## config.mk

```make
export PLATFORM = sky130hd
export DESIGN_NAME = ap_arbiter
export DESIGN_NICKNAME = d
export VERILOG_FILES = /design/src/rtl/ap_arbiter.sv
export SDC_FILE = /design/constraint.sdc
export NUM_CORES = 1
export LEC_CHECK = 0
export BUFFER_PORTS_ARGS = -buffer_cell sky130_fd_sc_hd__buf_4
export CORE_MARGIN = 5
export CORE_UTILIZATION = 53
export DETAILED_ROUTE_END_ITERATION = 10
export GPL_TIMING_DRIVEN = 0
export HOLD_SLACK_MARGIN = 0.02
export PLACE_DENSITY = 0.89
export SLEW_MARGIN = 25
export SYNTH_ARGS = -nofsm -noshare
export SYNTH_HDL_FRONTEND = slang
export SYNTH_SLANG_ARGS = --single-unit
```

## constraint.sdc

```tcl
create_clock -name ap_clk -period 1.9 [get_ports ap_clk]
set_input_delay 0.095 -clock ap_clk [delete_from_list [all_inputs] [get_ports ap_clk]]
set_output_delay 0.095 -clock ap_clk [all_outputs]
set_load 0.02 [all_outputs]
```

## src/rtl/ap_arbiter.sv

```systemverilog
// Round-robin arbiter sharing one ap_ctrl_hs HLS core among N_REQ requesters.
// One job in flight at a time; every output is driven straight from a flop.
module ap_arbiter #(
  parameter int unsigned N_REQ = 4,
  parameter int unsigned CNT_W = 16
) (
  input  logic             ap_clk,
  input  logic             ap_rst_n,
  input  logic [N_REQ-1:0] req,
  output logic [N_REQ-1:0] grant,
  output logic [N_REQ-1:0] done_pulse,
  output logic             busy,
  output logic [CNT_W-1:0] job_count,
  output logic             ap_start,
  input  logic             ap_ready,
  input  logic             ap_done,
  input  logic             ap_idle
);

  localparam int unsigned IdxW = $clog2(N_REQ);
  localparam logic [N_REQ-1:0] OneHot0 = N_REQ'(1);

  typedef enum logic [1:0] {StIdle, StStart, StRun, StDone} state_e;

  state_e             state_q, state_d;
  logic [IdxW-1:0]    ptr_q, ptr_d;
  logic [IdxW-1:0]    owner_q, owner_d;
  logic [N_REQ-1:0]   grant_q, grant_d;
  logic [N_REQ-1:0]   done_q, done_d;
  logic               busy_q, busy_d;
  logic               start_q, start_d;
  logic [CNT_W-1:0]   cnt_q, cnt_d;

  logic               win_found;
  logic [IdxW-1:0]    win_idx;
  logic [IdxW-1:0]    cand;
  int unsigned        cand_int;
  logic               finish;

  // Round-robin search: first set request at or after ptr, wrapping to 0.
  always_comb begin
    win_found = 1'b0;
    win_idx   = '0;
    cand_int  = 0;
    cand      = '0;
    for (int unsigned i = 0; i < N_REQ; i++) begin
      cand_int = (32'(ptr_q) + i) % N_REQ;
      cand     = IdxW'(cand_int);
      if (!win_found && req[cand]) begin
        win_found = 1'b1;
        win_idx   = cand;
      end
    end
  end

  // Next-state and registered-output logic.
  always_comb begin
    state_d = state_q;
    ptr_d   = ptr_q;
    owner_d = owner_q;
    grant_d = grant_q;
    done_d  = '0;
    busy_d  = busy_q;
    start_d = start_q;
    cnt_d   = cnt_q;
    finish  = 1'b0;

    unique case (state_q)
      StIdle: begin
        if (ap_idle && win_found) begin
          state_d = StStart;
          owner_d = win_idx;
          grant_d = OneHot0 << win_idx;
          start_d = 1'b1;
          busy_d  = 1'b1;
        end
      end
      StStart: begin
        if (ap_ready) begin
          start_d = 1'b0;
          if (ap_done) begin
            finish = 1'b1;
          end else begin
            state_d = StRun;
          end
        end
      end
      StRun: begin
        if (ap_done) begin
          finish = 1'b1;
        end
      end
      StDone: begin
        state_d = StIdle;
        busy_d  = 1'b0;
      end
      default: begin
        state_d = StIdle;
      end
    endcase

    // Completion: strobe the owner, release the grant, advance the pointer past it.
    if (finish) begin
      state_d = StDone;
      grant_d = '0;
      done_d  = OneHot0 << owner_q;
      cnt_d   = cnt_q + CNT_W'(1);
      ptr_d   = (owner_q == IdxW'(N_REQ - 1)) ? '0 : owner_q + IdxW'(1);
    end
  end

  // State and output registers, cleared asynchronously.
  always_ff @(posedge ap_clk or negedge ap_rst_n) begin
    if (!ap_rst_n) begin
      state_q <= StIdle;
      ptr_q   <= '0;
      owner_q <= '0;
      grant_q <= '0;
      done_q  <= '0;
      busy_q  <= 1'b0;
      start_q <= 1'b0;
      cnt_q   <= '0;
    end else begin
      state_q <= state_d;
      ptr_q   <= ptr_d;
      owner_q <= owner_d;
      grant_q <= grant_d;
      done_q  <= done_d;
      busy_q  <= busy_d;
      start_q <= start_d;
      cnt_q   <= cnt_d;
    end
  end

  assign grant      = grant_q;
  assign done_pulse = done_q;
  assign busy       = busy_q;
  assign ap_start   = start_q;
  assign job_count  = cnt_q;

endmodule

```

==> impl_results.md <==
* Status: complete, no violations
* Pwr dens at 1250 nW/um2
* Worst-path maximum fanout at 10
* Vias in the first global route at 1255
* Clock network latency to the later pin of the worst-skew pair at 0.33 ns
* Cell type with the highest aggregate area in the netlist: sky130_fd_sc_hd__dfrtp_1
* Number of distinct standard cells referenced by the synthesized netlist at 42
* Number of rows created at floorplan at 19
* Aggregate negative setup slack at 0 ns
* Leakage at 0.0009987 uW
* Final critical-path required period at 1.770 ns
* RR Startpoint: state_q[0]
* EDFF count, synth at 0
* Level count of the clock H-tree at 2
* Endpoints failing setup at 0
* Yosys Warn Count at 0
* Hold_ws at 0.04910 ns
* DRC violations left at 0
* Number of I/O pins at 35
* Depth of the worst register-to-register path at 7
* Largest net degree at the start of global routing at 33
* Proportion of synthesized chip area in sequential cells at 50.71%
* CP Launch Type: register
* Tightest Pin Transition at 0.7028 ns
* Synthesized flop and latch total at 32
* Worst relative slew slack at 52.86%
* Final weighted congestion of routability-driven global placement at 0.8102
* Count of max-cap constraint violations at 0
* Post-DR wirelength/cell at 15.16 um
* Final Hold Viols at 0
* Number of diodes added for antenna fixing at 0
* Syn nets at 160
* CTS tree: done
* Post-synth ARST share at 100.0%
* Class of the most critical setup path: register to register
* Critical Path RT at 2.13 ns
* Initial DRC count at 69
* Die Height at 64.58 um
* Overall die area at 4171 um2
* Average via count per standard cell at 5.612
* Netlist area before placement at 1579 um2
* Gate count of the mapped netlist at 142
* Num CTS Buffers at 5
* Critical path startpoint: state_q[0]
* Initial antenna violation count at 0
* CTS sink cnt at 32
* Worst hold-check path type: primary input to register
* Synth area leaders: sky130_fd_sc_hd__dfrtp_1 (51%), sky130_fd_sc_hd__ha_1 (7.1%), sky130_fd_sc_hd__xnor2_1 (6.7%), sky130_fd_sc_hd__nand2_1 (3.8%), sky130_fd_sc_hd__nand3_1 (3.2%)
* Top FF cell, synth: sky130_fd_sc_hd__dfrtp_1
* Clk slew on worst S/H paths at 0.10 ns
* Detail Route Antenna Nets at 0
* Core region area at 2805 um2
* Mean instance size in the synthesized netlist at 11.12 um2
* Fin. max-slew vios at 0
* Part of the cycle the worst path needs at 93.14%
* Global-route wire length before repair at 5554 um
* Vias after detailed routing at 1229
* Post-layout power at 2495 uW
* Overall routed net length at 3320 um
* Die extent in x at 64.58 um
* Hpwl dp at 2378 um
* Worst-case clock skew at 0.008996 ns
* Share of final-layout standard cells stronger than drive strength 1 at 31.91%
* Starting density of the core at 56.29%
* Unrepaired setup endpoints after global routing: no
* Max IR drop VDD at 0.0009296 V
* Number of buffers on the longest clock path at 2
* Growth of design area from synthesis to finish at 26.47%
* Initial DRT Pass Iterations at 4
* Worst hold start: ap_done
* Top cell type's share of synthesized area at 50.71%
* Port-buffer cells at 34
* Nets at 205
* Arrival @ worst endpoint at 2.00 ns
* Worst hold path stage count at 2
* GRT Total Usage at 17.34%
* Sum of overflow across all layers after global routing at 0
* Root cell of the clock tree: sky130_fd_sc_hd__clkbuf_4
* Max Clk Rate at 565.1 MHz
* Nature of the critical path endpoint: register
[cell usage in the layout, fill, tap and decap left out, types with 3 or more instances in the layout]
cell	instances
sky130_fd_sc_hd__buf_4	39
sky130_fd_sc_hd__dfrtp_1	32
sky130_fd_sc_hd__nand2_1	16
sky130_fd_sc_hd__xnor2_1	12
sky130_fd_sc_hd__nand3_1	10
sky130_fd_sc_hd__ha_1	9
sky130_fd_sc_hd__and2_1	6
sky130_fd_sc_hd__inv_1	5
sky130_fd_sc_hd__nor2_1	5
sky130_fd_sc_hd__clkbuf_4	5
sky130_fd_sc_hd__nand4_1	4
sky130_fd_sc_hd__xor2_1	3
[state kept, by name, indices dropped and copies added (netlist names)]
name	flops
ap_start	1
busy	1
done_pulse	4
grant	4
job_count	16
owner_q	2
ptr_q	2
state_q	2
[cell families (layout without fill, tap and decap cells)]
kind of cell,Yosys count,in the layout,share of synthesized area [%]
xor gates and xnor gates,15,15,8.320
and+or+nand+nor,56,56,20.05
DFF,32,32,50.71
buffers and inverters,8,54,2.377
muxes,2,2,1.585
AOI/OAI and AO/OA,20,20,9.826
adders and majority gates,9,9,7.132
[stage by stage]
step / utilization [%] / cells / worst slack (ns) / instance area [um2]
2_1_floorplan: - / 142 / 0.1894 / 1579
3_3_place_gp: 66.77 / 207 / 0.004449 / 1873
3_5_place_dp: 66.77 / 207 / -0.06207 / 1873
4_1_cts: 69.40 / 215 / 0.01924 / 1947
5_1_grt: 71.19 / 219 / 0.006484 / 1997
6_report: 71.19 / 219 / 0.1303 / 1997
[worst paths after layout]
check	slack [ns]	to
max	0.13	grant[3]
min	0.05	state_q[1]
max reg2reg	0.13	grant[3]
min reg2reg	0.47	job_count[15]
max in group asynchronous	1.38	job_count[15]
min in group asynchronous	0.23	job_count[8]
[critical path, cell delays in order (launching register included)]
cell	delay (ns)
sky130_fd_sc_hd__dfrtp_1	0.41
sky130_fd_sc_hd__inv_1	0.08
sky130_fd_sc_hd__ha_1	0.35
sky130_fd_sc_hd__nand2_1	0.15
sky130_fd_sc_hd__nor2_2	0.17
sky130_fd_sc_hd__buf_4	0.18
sky130_fd_sc_hd__nor2_1	0.07
sky130_fd_sc_hd__a32o_1	0.26
[layer usage]
| metal | GRT usage [%] | vias to the layer above | share of wire (%) |
|---|---|---|---|
| met5 | 0 | - | 0 |
| met4 | 7.124 | 0 | 0.75 |
| met3 | 5.354 | 4 | 7.7 |
| met2 | 29.64 | 41 | 48 |
| met1 | 20.29 | 592 | 44 |
| li1 | - | 592 | - |
[where the power goes]
part | internal (uW) | leakage [uW] | switching (uW)
combinational | 489 | 0.000535 | 591
clock | 176 | 0.0000380 | 230
sequential | 840 | 0.000426 | 169
[repair_timing]
item / in CTS / in global routing
gates resized for setup: 2 / 6
pin swaps: 0 / 1
hold buffers: 1 / 0
hold endpoints to repair: 32 / 0
setup endpoints to repair: 9 / 9
buffers inserted: 0 / 4
[Yosys cell counts, drive strengths merged (2+ instances only)]
library cell	instances
clkbuf	2
or4	2
o21ai	3
nor2	7
xor2	3
dfrtp	32
nand3	10
a211oi	2
and2	6
nand4	4
and4	2
ha	9
inv	5
a21oi	3
xnor2	12
nand2	16
and3	3
o31ai	2
[area by class of cell]
cell class              instances  area (um2)
plain buffers                   2       18.77
repair buffers                 39       295.3
clock buffers                   6       51.30
fillers                       210       808.3
multi-input cells             102       763.2
flip-flops and latches         32       800.8
well taps                      31       38.79
clock inverters                 2       10.01
inverters                       5       18.77
Power figures use the tool's default switching activity.
